===== src/rtl/pipeline_hazard_controller_pkg.sv =====
`default_nettype none
// ============================================================================
// Module   : pipeline_hazard_controller_pkg
// Purpose  : Shared execution-unit encodings and hazard-controller FSM state
//            type. The forwarding unit imports the same definitions.
// Contents : EX_ALU / EX_MEM / EX_MDU unit-select codes, mdu_state_t.
// Revision : 1.0  initial release
// ============================================================================
package pipeline_hazard_controller_pkg;

   // Execution-unit select carried alongside each instruction.
   localparam logic [1:0] EX_ALU = 2'd0;
   localparam logic [1:0] EX_MEM = 2'd1;
   localparam logic [1:0] EX_MDU = 2'd2;

   // Width of the inline MDU countdown (covers MDU_LATENCY up to 15).
   localparam int MDU_CNT_WIDTH = 4;

   typedef enum logic {
      IDLE     = 1'b0,
      MDU_BUSY = 1'b1
   } mdu_state_t;

endpackage : pipeline_hazard_controller_pkg
`default_nettype wire


===== src/rtl/pipeline_hazard_controller.sv =====
`default_nettype none
// ============================================================================
// Module   : pipeline_hazard_controller
// Purpose  : Decode-stage interlock. Detects load-use hazards against the
//            execute stage and tracks a single in-flight multiply/divide
//            operation (RAW, WAW and structural hazards), producing stall,
//            bubble and issue controls for the pipeline.
// Ports    : clk, rst_n (async, active low)
//            flush                     - kill decode-stage instruction
//            dec_*                     - decode-stage instruction fields
//            exec_*                    - execute-stage destination feedback
//            stall / bubble / issue    - pipeline controls (combinational)
//            mdu_busy / mdu_dest / mdu_done - MDU scoreboard state
//            stall_cycles[31:0]        - saturating stall counter, present
//                                        only with HAZARD_PERF_COUNTER_EN
// Config   : `define HAZARD_PERF_COUNTER_EN to add the stall_cycles port.
// Revision : 1.0  initial release
// ============================================================================
module pipeline_hazard_controller
   import pipeline_hazard_controller_pkg::*;
#(
   parameter int REG_ADDR_WIDTH = 5,
   parameter int MDU_LATENCY    = 4
)(
   input  logic                    clk,
   input  logic                    rst_n,
   input  logic                    flush,
   input  logic                    dec_valid,
   input  logic                    dec_rs_enable,
   input  logic                    dec_rt_enable,
   input  logic [REG_ADDR_WIDTH:0] dec_prs_addr,
   input  logic [REG_ADDR_WIDTH:0] dec_prt_addr,
   input  logic                    dec_wb_reg,
   input  logic [REG_ADDR_WIDTH:0] dec_write_addr,
   input  logic [1:0]              dec_exec_src,
   input  logic                    exec_wb_reg,
   input  logic [1:0]              exec_exec_src,
   input  logic [REG_ADDR_WIDTH:0] exec_write_addr,
   output logic                    stall,
   output logic                    bubble,
   output logic                    issue,
   output logic                    mdu_busy,
   output logic [REG_ADDR_WIDTH:0] mdu_dest,
`ifdef HAZARD_PERF_COUNTER_EN
   output logic [31:0]             stall_cycles,
`endif
   output logic                    mdu_done
);

   localparam logic [MDU_CNT_WIDTH-1:0] CNT_LOAD = MDU_CNT_WIDTH'(MDU_LATENCY - 1);

   mdu_state_t                 state_q, state_d;
   logic [MDU_CNT_WIDTH-1:0]   cnt_q, cnt_d;
   logic [REG_ADDR_WIDTH:0]    dest_q, dest_d;

   logic rs_live, rt_live;
   logic load_use, mdu_hazard, mdu_start;

   // Physical register 0 is hardwired, so it never participates in a hazard.
   assign rs_live = dec_rs_enable && (dec_prs_addr != '0);
   assign rt_live = dec_rt_enable && (dec_prt_addr != '0);

   assign mdu_busy = (state_q == MDU_BUSY);
   assign mdu_done = mdu_busy && (cnt_q == '0);
   assign mdu_dest = dest_q;

   // ------------------------------------------------------------------
   // Hazard detection and pipeline controls
   // ------------------------------------------------------------------
   always_comb begin
      load_use   = 1'b0;
      mdu_hazard = 1'b0;

      // Load data is not available until the memory stage; one bubble lets
      // the forwarding path take over on the following cycle.
      if (dec_valid && exec_wb_reg && (exec_exec_src == EX_MEM)) begin
         load_use = (rs_live && (dec_prs_addr == exec_write_addr)) ||
                    (rt_live && (dec_prt_addr == exec_write_addr));
      end

      // While the MDU is busy: RAW on its result, WAW on its destination,
      // and structural conflict for any further MDU instruction.
      if (dec_valid && mdu_busy) begin
         mdu_hazard = (rs_live && (dec_prs_addr == dest_q)) ||
                      (rt_live && (dec_prt_addr == dest_q)) ||
                      (dec_wb_reg && (dec_write_addr != '0) &&
                       (dec_write_addr == dest_q)) ||
                      (dec_exec_src == EX_MDU);
      end
   end

   assign stall     = (load_use || mdu_hazard) && !flush;
   assign bubble    = stall || flush;
   assign issue     = dec_valid && !stall && !flush;
   assign mdu_start = issue && (dec_exec_src == EX_MDU) && dec_wb_reg;

   // ------------------------------------------------------------------
   // MDU scoreboard FSM
   // ------------------------------------------------------------------
   always_ff @(posedge clk or negedge rst_n) begin
      if (!rst_n) begin
         state_q <= IDLE;
         cnt_q   <= '0;
         dest_q  <= '0;
      end else begin
         state_q <= state_d;
         cnt_q   <= cnt_d;
         dest_q  <= dest_d;
      end
   end

   // flush is deliberately absent here: an issued MDU operation runs to
   // completion regardless of what happens in decode.
   always_comb begin
      state_d = state_q;
      cnt_d   = cnt_q;
      dest_d  = dest_q;
      unique case (state_q)
         IDLE: begin
            if (mdu_start) begin
               state_d = MDU_BUSY;
               cnt_d   = CNT_LOAD;
               dest_d  = dec_write_addr;
            end
         end
         MDU_BUSY: begin
            // The terminal count cycle is the completion cycle; the
            // dependent instruction issues on the next one.
            if (cnt_q == '0) begin
               state_d = IDLE;
            end else begin
               cnt_d = cnt_q - 1'b1;
            end
         end
         default: begin
            state_d = IDLE;
         end
      endcase
   end

`ifdef HAZARD_PERF_COUNTER_EN
   // ------------------------------------------------------------------
   // Saturating stall-cycle counter
   // ------------------------------------------------------------------
   always_ff @(posedge clk or negedge rst_n) begin
      if (!rst_n) begin
         stall_cycles <= '0;
      end else if (stall && (stall_cycles != 32'hFFFF_FFFF)) begin
         stall_cycles <= stall_cycles + 32'd1;
      end
   end
`endif

endmodule : pipeline_hazard_controller
`default_nettype wire


===== config.mk =====
export PLATFORM = sky130hd
export DESIGN_NAME = pipeline_hazard_controller
export DESIGN_NICKNAME = d
export VERILOG_FILES = /design/src/rtl/pipeline_hazard_controller_pkg.sv /design/src/rtl/pipeline_hazard_controller.sv
export SDC_FILE = /design/constraint.sdc
export NUM_CORES = 1
export LEC_CHECK = 0
export CAP_MARGIN = 10
export CORE_MARGIN = 3
export CORE_UTILIZATION = 37
export CTS_CLUSTER_DIAMETER = 200
export CTS_CLUSTER_SIZE = 24
export DETAILED_ROUTE_END_ITERATION = 12
export PLACE_DENSITY = 0.88
export SYNTH_ARGS = -nofsm -noshare
export SYNTH_HDL_FRONTEND = slang
export SYNTH_SLANG_ARGS = --single-unit

===== constraint.sdc =====
create_clock -name clk -period 3.1 [get_ports clk]
set_input_delay 0.93 -clock clk [delete_from_list [all_inputs] [get_ports clk]]
set_output_delay 0.93 -clock clk [all_outputs]
set_load 0.02 [all_outputs]

==> results list, run 1 <==
* First-pass GRT wire length: 4820 microns
* Starting Density: 0.393
* Final clock period utilization by the worst path: 1.13
- Number of DRC violations after detailed-routing iteration 0: 24
- Total of max-cap violations: 0
- Category of the critical setup timing path: in2out
- Synth Area in Compound Gates: 0.101
- OpenSTA, run right after detailed placement, puts the worst setup slack at -1.17 ns.
- Syn-to-layout area delta: 70.1%
* Max FO, Critical Path: 3
- The critical path starts at exec_exec_src[0].
* Pin count of the biggest net entering global routing: 12
- For the worst setup path, the data required time is 2.17 ns.
- Detailed-route wire length: 3110 microns
- Number of buffers inserted by hold repair at cts: 0
- The worst setup path is captured at an output port.
- The routed design uses 1590 microns of met2 wire.
- Final setup vio count: 3
- Count of mapped cells out of synthesis: 101
* Portion of netlist area occupied by mux cells: 0.0870
* Most frequently used flop master after synthesis: sky130_fd_sc_hd__dfrtp_1
- TritonCTS built the clock tree.
* Gr ovfl total: 0
* Count of filler cells inserted in the layout: 211
* Proportion of netlist area held by the largest area contributor: 0.277
- For this run, the detailed router's first-pass iteration total came to 4.
* Leading cell types by total area after synthesis: sky130_fd_sc_hd__dfrtp_1, sky130_fd_sc_hd__xor2_1, sky130_fd_sc_hd__xnor2_1
- Inserted Diodes: 0
- Final Hold Vio Count: 0
- The analysis attributes to cell leakage a power of 0.747 nW.
- Hold Crit Class: reg2reg
- Leading area contributor after synthesis: sky130_fd_sc_hd__dfrtp_1
- Post-Route Skew: 0.00417 ns
* Worst Reg2Reg Path Length in Cells: 4
* Startpoint type of the worst setup path: input pin
- The synthesized design contains 0 enable-type register cells.
- The routed design uses 165 microns of met3 wire.
* Power per standard cell area: 533 nW/um^2
- Summing every instance area after synthesis gives 992 sq um.
- Maximum clock frequency: 285 MHz
* Failing checks: negative setup slack
- Fraction of the mapped netlist area in adder cells: 0.0126
* Die height: 57.8 microns
* Register area: 275 sq um
* Final net count: 207
- Once detail routing completed, the nets flagged for antenna violations numbered 0.
- Overall power: 0.900 mW
- Total GRT Usage: 0.185
- Footprint of the multi-input gates: 736 sq um
- Of the cells placed in the final design, the portion with a size suffix greater than 1 is 0.308.
- Of the total synthesized cell area, the portion taken by AND, OR, NAND and NOR gates is 0.218.
- After layout, the worst setup slack is -0.405 ns.
- Post-synthesis cell type count: 33
- Part of the Yosys area used for sequential elements: 0.277
- Most used standard cells in the synthesized netlist: sky130_fd_sc_hd__xor2_1, sky130_fd_sc_hd__dfrtp_1, sky130_fd_sc_hd__xnor2_1, sky130_fd_sc_hd__mux2_4, sky130_fd_sc_hd__nor4_1
- Of the total synthesized cell area, the portion taken by XOR and XNOR cells is 0.265.
* Number of H-tree branching levels: 1
* Setup repair after global routing missed its margin: yes
* Vias in the first global route: 1,147
* Clock-pin transition on the worst setup and hold timing paths: 0.07 ns
* Antenna violations before repair: 0
* Half-perimeter wire length after placement: 2400 microns
- I/O pin count: 47
- The run finished, with violations left.
- Number of remaining DRC errors: 0
- Endpoint of the most critical setup path: stall
- Clock latency on the worst-skew pair, taken at its later pin, is 0.26 ns.
* Top routing layer used: met4
- The number of nets handed over by synthesis was 138.
* Final routed wire length divided by cell count: 15.6 microns
- Worst ir drop on vdd: 0.000409 V
- Data arrival time of the critical path: 2.58 ns
- Largest family of logic cells by synthesized area: XOR/XNOR gates
* Worst reg2reg setup slack: 1.45 ns
- TritonCTS created 3 clock buffers.
* Most repeated cell in the gate-level netlist after synthesis: sky130_fd_sc_hd__xor2_1
* Die Footprint: 3340 sq um
- Clock sink count: 11
- After detailed routing, the wire length on met1 is 1260 microns.
- In this run the standard cell core region covers 2520 sq um.
* Count of final max-slew check failures: 0
* Vias per inst: 5.19
- Terminus of the critical flop-to-flop path: cnt_q[1]
- Headroom to the max-slew limit came out at 0.679.
* Share of flip-flops with an asynchronous set or reset after synthesis: 1.00
* Count of synthesis-stage warnings from yosys: 0
- Root buffer cell: sky130_fd_sc_hd__clkbuf_4
- Post-layout min period: 3.51 ns
- Number of vias in the routed layout: 1,032
- For the pin with the worst max-slew slack, the measured transition is 0.480 ns.
- The startpoint identified for the worst register-to-register timing path is mdu_busy.
* Number of buffers on the longest clock path: 2
- In this run, synthesis produced a sequential element count of 11.
* Count of port buffers added during placement: 46
- Synthesized area per cell: 9.82 sq um
- Die outline width: 57.8 microns
* GP Congestion: 0.797
* # rows: 18
area by class of cell:
type	instances	share of cell area
clock buffers	4	0.0156
inverters	4	0.00890
well taps	30	0.0222
multi-input cells	84	0.436
repair buffers	66	0.354
flip-flops and latches	11	0.163
worst max-delay path, cell delays in order:
cell,delay [ns]
sky130_fd_sc_hd__clkdlybuf4s50_1,0.46
sky130_fd_sc_hd__nand4b_1,0.16
sky130_fd_sc_hd__nor4_2,0.32
sky130_fd_sc_hd__and3_4,0.25
sky130_fd_sc_hd__a31oi_4,0.04
sky130_fd_sc_hd__buf_4,0.16
sky130_fd_sc_hd__a21oi_4,0.13
sky130_fd_sc_hd__buf_6,0.13
power breakdown:
group | internal, mW | total (mW) | switching [mW]
clock | 0.0497 | 0.0933 | 0.0436
sequential | 0.201 | 0.294 | 0.0926
combinational | 0.295 | 0.513 | 0.219
total | 0.546 | 0.900 | 0.355
layout by cell type (no fill, tap or decap), drive strengths merged, types with 2 or more instances in the layout:
master / synthesis / routed
a21oi: 2 / 2
buf: 1 / 29
clkbuf: 1 / 4
clkdlybuf4s15: 0 / 2
clkdlybuf4s50: 0 / 23
dfrtp: 11 / 11
dlygate4sd2: 0 / 8
dlymetal6s2s: 0 / 4
inv: 4 / 4
mux2: 6 / 6
nand2: 4 / 4
nand2b: 2 / 2
nand3: 4 / 4
nand3b: 2 / 2
nand4: 4 / 4
nor3: 3 / 3
nor4: 5 / 5
o21ai: 2 / 2
o31a: 4 / 4
or2: 2 / 2
or4: 2 / 2
xnor2: 10 / 10
xor2: 20 / 20
metrics by stage:
stage	util	instances	hold slack, ns	setup TNS, ns	cell area [sq um]
2_1_floorplan	-	101	0.481	-0.337	1020
3_3_place_gp	0.644	193	0.492	-5.23	1630
3_5_place_dp	0.644	193	0.496	-5.63	1630
4_1_cts	0.656	199	0.511	-1.16	1650
5_1_grt	0.669	199	0.547	-1.34	1690
6_report	0.669	199	0.508	-1.13	1690
worst min path at each step:
stage,startpoint,end,cells after the start
3_3_place_gp,cnt_q[1],cnt_q[1],1
6_report,cnt_q[1],cnt_q[1],1
4_1_cts,cnt_q[1],cnt_q[1],1
2_1_floorplan,cnt_q[1],cnt_q[1],1
3_5_place_dp,cnt_q[1],cnt_q[1],1
5_1_grt,cnt_q[1],cnt_q[1],1
metal layers:
metal | vias to the layer above | global-route usage
met1 | 475 | 0.216
li1 | 504 | -
met4 | 0 | 0.0960
met5 | - | 0
met3 | 10 | 0.0200
met2 | 43 | 0.331
timing repair:
item                                    in CTS  in global routing
buffers inserted                             2                  0
resized for setup                           59                  8
cloned                                       0                  0
pin swaps                                   13                  9
endpoints found under the setup margin       3                  3
cell families (layout without fill, tap and decap cells):
group	Yosys count	after routing
muxes	6	6
adders and majority gates	1	1
buffers and inverters	6	74
AOI/OAI and AO/OA	13	13
and+or+nand+nor	34	34
xor gates and xnor gates	30	30
DFF	11	11
registers in the layout, summed over array words and instances (netlist names):
name	cells
cnt_q	4
mdu_dest	6
mdu_busy	1
Note: power is estimated with default switching activity, not from simulation.
==> run 2: changes to the inputs <==
- ABC_AREA: not set -> 1
- CORE_UTILIZATION: 37 -> 39
==> results list, run 2 <==
- Count of final max-slew check failures: 0
* Footprint of the multi-input gates: 792 sq um
- Critical Path Sink Type: output port
* Number of vias in the routed layout: 1,438
- Worst ir drop on vdd: 0.000316 V
- Final setup vio count: 0
* Count of synthesis-stage warnings from yosys: 0
- Number of storage elements in the synthesis netlist: 11
- The HPWL after detailed placement is 2620 microns.
* Die height: 60.7 microns
* Most used standard cells in the synthesized netlist: sky130_fd_sc_hd__nand2_1, sky130_fd_sc_hd__inv_1, sky130_fd_sc_hd__nor2_1, sky130_fd_sc_hd__nand3_1, sky130_fd_sc_hd__dfrtp_1
- After clock tree synthesis, the clock-pin slew on the worst setup and hold paths is 0.07 ns.
- Slew headroom: 0.639
* Internal Pwr Total: 0.436 mW
- Counting every net in the synthesized netlist gives 243.
- Core Box Area: 2810 sq um
* Final net count: 304
* Cell area after synthesis: 1160 sq um
- Transition time at the pin with the least slew margin: 0.540 ns
* Post-synthesis cell type count: 27
- Final hold analysis gives a worst-case slack of 0.544 ns.
* Total clock buffers created by CTS: 3
- Leading cell types by total area after synthesis: sky130_fd_sc_hd__nand2_1, sky130_fd_sc_hd__dfrtp_1, sky130_fd_sc_hd__inv_1
- Startpoint type of the worst setup path: input pin
* Count of port buffers added during placement: 46
- Worst slack after detailed placement: -0.755 ns
- The repair_antennas step left the layout with diodes totalling 0.
- At the worst endpoint, the arrival time is 2.06 ns.
* # rows: 19
- In this run, post-CTS hold repair placed 0 buffers.
- The initial antenna violation count came to 0.
- Yosys mapped a number of flops with a built-in enable equal to 0.
- Category of the critical setup timing path: in2out
- Post-Route Skew: 0.00490 ns
- The first global-routing pass estimated 5620 microns of wire.
* Ordered cell list for the critical path: clkbuf_2, or2_1, a21oi_2, nand3b_1, nand2_2, nand3_2, nand2_2, nor2_2, inv_1, buf_6
- Final clock period utilization by the worst path: 0.964
- Sequential fraction of design power: 0.325
- Proportion of netlist area held by the largest area contributor: 0.264
- After detailed routing, the total wire length is 3350 microns.
* Post-route cell area: 1700 sq um
* Number of flip-flops under the largest register name: 6
- Root buffer cell: sky130_fd_sc_hd__clkbuf_4
* Most repeated cell in the gate-level netlist after synthesis: sky130_fd_sc_hd__nand2_1
* Register area: 275 sq um
- For the worst flop-to-flop path, the logic depth is 19.
- Timing would allow up to 335 MHz.
- In this run the remaining antenna-violating nets after routing total 0.
- Switching Power: 0.349 mW
* Synthesized area per cell: 5.65 sq um
* Clock sink count: 11
* Number of remaining DRC errors: 0
- Of the total power, the share spent switching nets is 0.445.
- Minimum setup slack in the final design: 0.112 ns
- The run finished with clean final reports.
* Count of mapped cells out of synthesis: 206
* Leading cell type in the layout, fill and taps excluded: sky130_fd_sc_hd__nand2_1
- Fraction of layout instances using a drive strength above 1: 0.263
* Hold Crit Class: reg2reg
- The largest total area in the synthesized netlist belongs to sky130_fd_sc_hd__nand2_1.
- Commonest cells after routing, fill and taps aside: sky130_fd_sc_hd__nand2_1, sky130_fd_sc_hd__inv_1, sky130_fd_sc_hd__nor2_1
- Hold Path Cell Cnt: 2
- Of all nets on the critical path, the largest fanout is 4.
- I/O pin count: 47
- Vias in the first global route: 1,387
* GP Congestion: 0.890
- Number of buffers on the longest clock path: 2
- Entering global routing, the biggest net connects 14 pins.
- The later pin in the worst-skew pair is clocked with a latency of 0.26 ns.
- Die Footprint: 3680 sq um
- Combinational group share of total power: 0.552
- The detailed router finished its first iteration with 68 violations.
- Of the total power, the clock network draws 0.123.
* Drt first pass iters: 4
- Count of filler cells inserted in the layout: 281
* Number of buffers and inverters on the critical path: 3
- The initial utilization of the core area, before any placement, comes to 0.415.
- CTS built an H-tree with a depth of 1.
* Layout Utilization: 0.606
- Power per standard cell area: 462 nW/um^2
- For this run, the slowest stage of the critical path takes 0.24 ns.
- In the final routed layout, each cell accounts on average for 11.3 microns.
- Gr ovfl total: 0
- Syn-to-layout area delta: 46.0%
- CP Depth: 10
* Cell occurring most often along the worst timing path: sky130_fd_sc_hd__nand2_2
- The share of the Yosys chip area taken by registers is 0.236.
- Total of max-cap violations: 0
* Final Hold Vio Count: 0
- The die is 60.7 microns wide.
- Once placement finished, the instance area stood at 1710 sq um.
* Share of flip-flops with an asynchronous set or reset after synthesis: 1.00
- Vias per inst: 4.84
- The kind of cell with the highest combined delay along the critical path is simple AND/OR/NAND/NOR gates.
* Required time of the critical path: 2.17 ns
- TritonCTS built the clock tree.
- Subtracting the final worst setup slack from the clock period gives 2.99 ns.
- Total GRT Usage: 0.197
* Library cell contributing the largest single delay on the critical path: sky130_fd_sc_hd__or2_1
- Among all flip-flop cells after synthesis, the most frequent one is sky130_fd_sc_hd__dfrtp_1.
- LEAKAGE: 0.959 nW
## run 2: changes by cell type after synthesis, moves of 5 or more
cell and delta:
sky130_fd_sc_hd__inv_1 +31, sky130_fd_sc_hd__nand2_1 +78, sky130_fd_sc_hd__nor2_1 +26, sky130_fd_sc_hd__nand3_1 +12, sky130_fd_sc_hd__xor2_1 -18, sky130_fd_sc_hd__mux2_4 -5
## run 2: through the flow
| stage | power [mW] | cells | setup TNS, ns |
|---|---|---|---|
| floorplan | 0.505 | 206 | 0 |
| global placement | 0.676 | 289 | -2.18 |
| detailed placement | 0.688 | 289 | -2.25 |
| CTS | 0.788 | 297 | 0 |
| global route | 0.859 | 297 | -0.00637 |
| finish | 0.785 | 297 | 0 |
## run 2: power groups by stage
stage	clock (mW)	combinational, mW	sequential (mW)
after global placement	0	0.421	0.256
after floorplan	0	0.228	0.277
after global routing	0.108	0.485	0.266
final	0.0966	0.433	0.255
after detailed placement	0	0.431	0.257
after CTS	0.0984	0.434	0.255
## run 2: timing repair
action	CTS	global route
setup endpoints to repair	3	3
buffers inserted	4	0
gates resized for setup	75	53
hold endpoints to repair	0	0
pin swaps	19	27
## run 2: path summary, 6_finish.rpt
| kind | to | from | slack [ns] |
|---|---|---|---|
| max | bubble | exec_write_addr[3] | 0.11 |
| min | mdu_dest[2] | mdu_dest[2] | 0.54 |
| max reg2reg | cnt_q[0] | mdu_dest[0] | 0.72 |
| min reg2reg | mdu_dest[2] | mdu_dest[2] | 0.54 |
| max in group asynchronous | mdu_dest[0] | rst_n | 1.72 |
| min in group asynchronous | mdu_busy | rst_n | 1.02 |
## run 2: cell families (layout without fill, tap and decap cells)
kind of cell,count (synthesis),count (layout),share of synthesized area
XOR/XNOR,8,8,0.0602
adder cells (fa/ha/maj),1,1,0.0107
AND/OR/NAND/NOR,140,140,0.509
AO/OA/AOI/OAI,10,10,0.0612
buffers and inverters,36,96,0.122
flip-flops,11,11,0.236
## run 2: layer usage
metal | part of all wire | vias up | GRT usage
met5 | 0 | - | 0
met4 | 0 | 0 | 0.0681
met3 | 0.080 | 0 | 0.0319
met2 | 0.50 | 53 | 0.339
met1 | 0.42 | 636 | 0.249
li1 | - | 749 | -
## run 2: cell type report
cell class,instances,area share
clock buffers,4,0.0155
well taps,31,0.0228
multi-input cells,159,0.466
inverters,35,0.0773
repair buffers,57,0.257
flip-flops and latches,11,0.162
## run 2: worst min-delay path, stage by stage, from the launching register on
cell,delay (ns)
sky130_fd_sc_hd__dfrtp_1,0.40
sky130_fd_sc_hd__nand2_1,0.07
sky130_fd_sc_hd__nand2_1,0.05
==> run 3: changes to the inputs <==
--- a/config.mk
+++ b/config.mk
@@ -14,2 +14,4 @@
 export DETAILED_ROUTE_END_ITERATION = 12
+export GPL_ROUTABILITY_DRIVEN = 1
+export MAX_ROUTING_LAYER = met4
 export PLACE_DENSITY = 0.88
==> constraint.sdc (replaced) <==
create_clock -name clk -period 3.1 [get_ports clk]
set_input_delay 0.465 -clock clk [delete_from_list [all_inputs] [get_ports clk]]
set_output_delay 0.465 -clock clk [all_outputs]
set_load 0.02 [all_outputs]
==> results list, run 3 (synthesis results as in run 2) <==
* Root buffer cell: sky130_fd_sc_hd__clkbuf_4
- Run status: completed
* Category of the critical setup timing path: in2out
- The layout has 270 filler cells.
- Maximum clock frequency: 338 MHz
- Counting stages on the worst path, the most repeated cell is sky130_fd_sc_hd__clkdlybuf4s50_1.
* Number of DRC violations after detailed-routing iteration 0: 56
* Terminus of the critical flop-to-flop path: mdu_dest[1]
- The number of buffers and inverters on the critical path is 3.
* Library cell contributing the largest single delay on the critical path: sky130_fd_sc_hd__clkdlybuf4s50_1
- Commonest cells after routing, fill and taps aside: sky130_fd_sc_hd__nand2_1, sky130_fd_sc_hd__clkdlybuf4s50_1, sky130_fd_sc_hd__inv_1
- Leaving out fill and tap cells, the most frequent cell in the layout is sky130_fd_sc_hd__nand2_1.
* Number of vias in the routed layout: 1,387
* Clock-pin transition on the worst setup and hold timing paths: 0.07 ns
* Count of port buffers added during placement: 46
* Crit Reg-Reg Startpoint: mdu_dest[1]
* Drt first pass iters: 4
* Number of buffers on the longest clock path: 2
- The detail route stage leaves a number of antenna-violating nets equal to 0.
- Data arrival time of the critical path: 2.50 ns
- The signal on the critical path passes through clkdlybuf4s50_1, or2_0, a21oi_1, nand3b_1, nand2_1, nand3_1, nand2_2, nor2_2, inv_1, clkdlybuf4s50_1.
- The net count of the finished layout is 293.
- Critical Path Sink Type: output port
- The initial antenna violation count is 0.
- Die height: 60.7 microns
- Setup total negative slack on the finished layout was measured at 0 ns.
- The floorplan step set the die width to 60.7 microns.
- First-pass GRT wire length: 4870 microns
* Max FO, Critical Path: 4
- On the worst path, the slowest cell contributes a delay of 0.59 ns.
- Vias in the first global route: 1,201
- For this design the static power due to leakage is 0.913 nW.
- Across the routed clock network, the largest skew measured is 0.00361 ns.
- The total area inside the core boundary comes to 2810 sq um.
- I/O pin count: 47
* Gr ovfl total: 0
- Across all register-to-register paths, the minimum setup slack is 1.22 ns.
- For the worst flop-to-flop path, the logic depth is 14.
- Syn-to-layout area delta: 44.6%
* Setup repair after global routing missed its margin: no
* Die Footprint: 3680 sq um
- Final setup vio count: 0
* Total clock buffers created by CTS: 3
- Detailed-route wire length: 3140 microns
- Number of flip-flops under the largest register name: 6
* CTS tree: yes
- Count of buffers added by post-CTS timing repair for setup: 0
- The worst hold path belongs to the class in2async.
- In the global route stage, overall resource usage came out at 0.177.
* Transition time at the pin with the least slew margin: 0.502 ns
* Startpoint type of the worst setup path: input pin
- Across the run, the number of max-cap violations was 0.
* Half-perimeter wire length after placement: 2570 microns
- In the final layout, the share of cells above drive strength 1 is 0.0431.
* # rows: 19
- Cell class contributing the biggest share of worst-path delay: buffers and inverters
* Footprint of the multi-input gates: 747 sq um
- At the worst endpoint, the required time is 2.63 ns.
- Post-route cell area: 1680 sq um
- The placed instances occupy a cell area of 1650 sq um.
* Inserted Diodes: 0
- Subtracting the final worst setup slack from the clock period gives 2.96 ns.
* Worst ir drop on vdd: 0.000308 V
- Final routed wire length divided by cell count: 11.0 microns
- CTS built an H-tree with a depth of 1.
- Dividing the detail-routed via count by the number of cells gives 4.85.
- Starting Density: 0.415
* Count of final max-slew check failures: 0
* Slew headroom: 0.664
- Final clock period utilization by the worst path: 0.955
* Number of remaining DRC errors: 0
- Summing all flip-flop and latch instances after layout gives 275 sq um.
- Final Hold Vio Count: 0
- Entering global routing, the biggest net connects 14 pins.
- For the worst-skew pair, the clock arrives at the later sink with an insertion delay of 0.27 ns.
- The congestion estimate from routability-driven global placement came to 0.957.
* Clock sink count: 11
- For this design the ratio of total power to cell area is 461 nW/um^2.
==> run 3: cell count changes in the layout (fill, tap and decap cells not counted), moves of 3 or more <==
cell	previous run	this run
sky130_fd_sc_hd__buf_2	5	0
sky130_fd_sc_hd__buf_4	13	0
sky130_fd_sc_hd__buf_6	3	0
sky130_fd_sc_hd__clkbuf_2	17	0
sky130_fd_sc_hd__clkdlybuf4s50_1	16	44
sky130_fd_sc_hd__inv_1	26	35
sky130_fd_sc_hd__inv_2	9	0
sky130_fd_sc_hd__nor2_1	22	26
sky130_fd_sc_hd__nor2_2	4	1
==> run 3: report_power, final <==
part / total [mW] / switching, mW / internal, mW
Sequential: 0.255 / 0.0644 / 0.191
Combinational: 0.423 / 0.225 / 0.198
Clock: 0.0986 / 0.0488 / 0.0498
==> run 3: routing by layer <==
metal / GRT usage / share of wire / up-vias
met5: - / 0 / -
met4: 0.0464 / 0.012 / 0
met3: 0.0298 / 0.073 / 6
met2: 0.310 / 0.44 / 54
met1: 0.209 / 0.47 / 598
li1: - / - / 729
==> run 3: final cells by class <==
| class | instances | share of cell area |
|---|---|---|
| timing repair buffer | 46 | 0.276 |
| multi-input combinational | 159 | 0.444 |
| inverter | 35 | 0.0780 |
| sequential | 11 | 0.163 |
| clock buffer | 4 | 0.0156 |
| tap | 31 | 0.0230 |
==> run 3: how the worst max path moves through the flow <==
stage	cells after the start	start	slack (ns)	endpoint
3_3_place_gp	11	dec_prt_addr[0]	0.16	issue
2_1_floorplan	10	mdu_dest[5]	1.17	stall
4_1_cts	11	dec_prt_addr[0]	0.10	issue
3_5_place_dp	11	dec_prt_addr[0]	0.11	issue
5_1_grt	10	dec_prs_addr[3]	0.01	bubble
6_report	10	dec_prs_addr[3]	0.14	bubble
==> run 3: worst reg2reg max path: stages (launching register included) <==
cell and delay (ns):
sky130_fd_sc_hd__dfrtp_1 0.44, sky130_fd_sc_hd__inv_1 0.12, sky130_fd_sc_hd__nand2_1 0.06, sky130_fd_sc_hd__nand2_1 0.06, sky130_fd_sc_hd__nor2_1 0.04, sky130_fd_sc_hd__nand3_1 0.07
sky130_fd_sc_hd__nor2_1 0.04, sky130_fd_sc_hd__nor2_1 0.13, sky130_fd_sc_hd__nand2_1 0.07, sky130_fd_sc_hd__nand2_2 0.08, sky130_fd_sc_hd__nand2_2 0.05, sky130_fd_sc_hd__nor2_2 0.11
sky130_fd_sc_hd__nand3_2 0.27, sky130_fd_sc_hd__nand2_1 0.17, sky130_fd_sc_hd__o21ai_2 0.06
==> run 3: stage by stage <==
step	hold WS, ns	power (mW)	util	setup slack, ns	std cells
global placement	0.521	0.670	0.589	0.157	282
detailed placement	0.529	0.681	0.589	0.111	282
floorplan	0.169	0.505	-	1.17	206
global route	0.575	0.840	0.600	0.0100	286
finish	0.530	0.776	0.600	0.138	286
CTS	0.546	0.781	0.599	0.105	286
==> run 3: what timing repair did <==
action	in CTS	in global routing
setup endpoints to repair	0	2
hold buffers	0	0
gates resized for setup	0	2
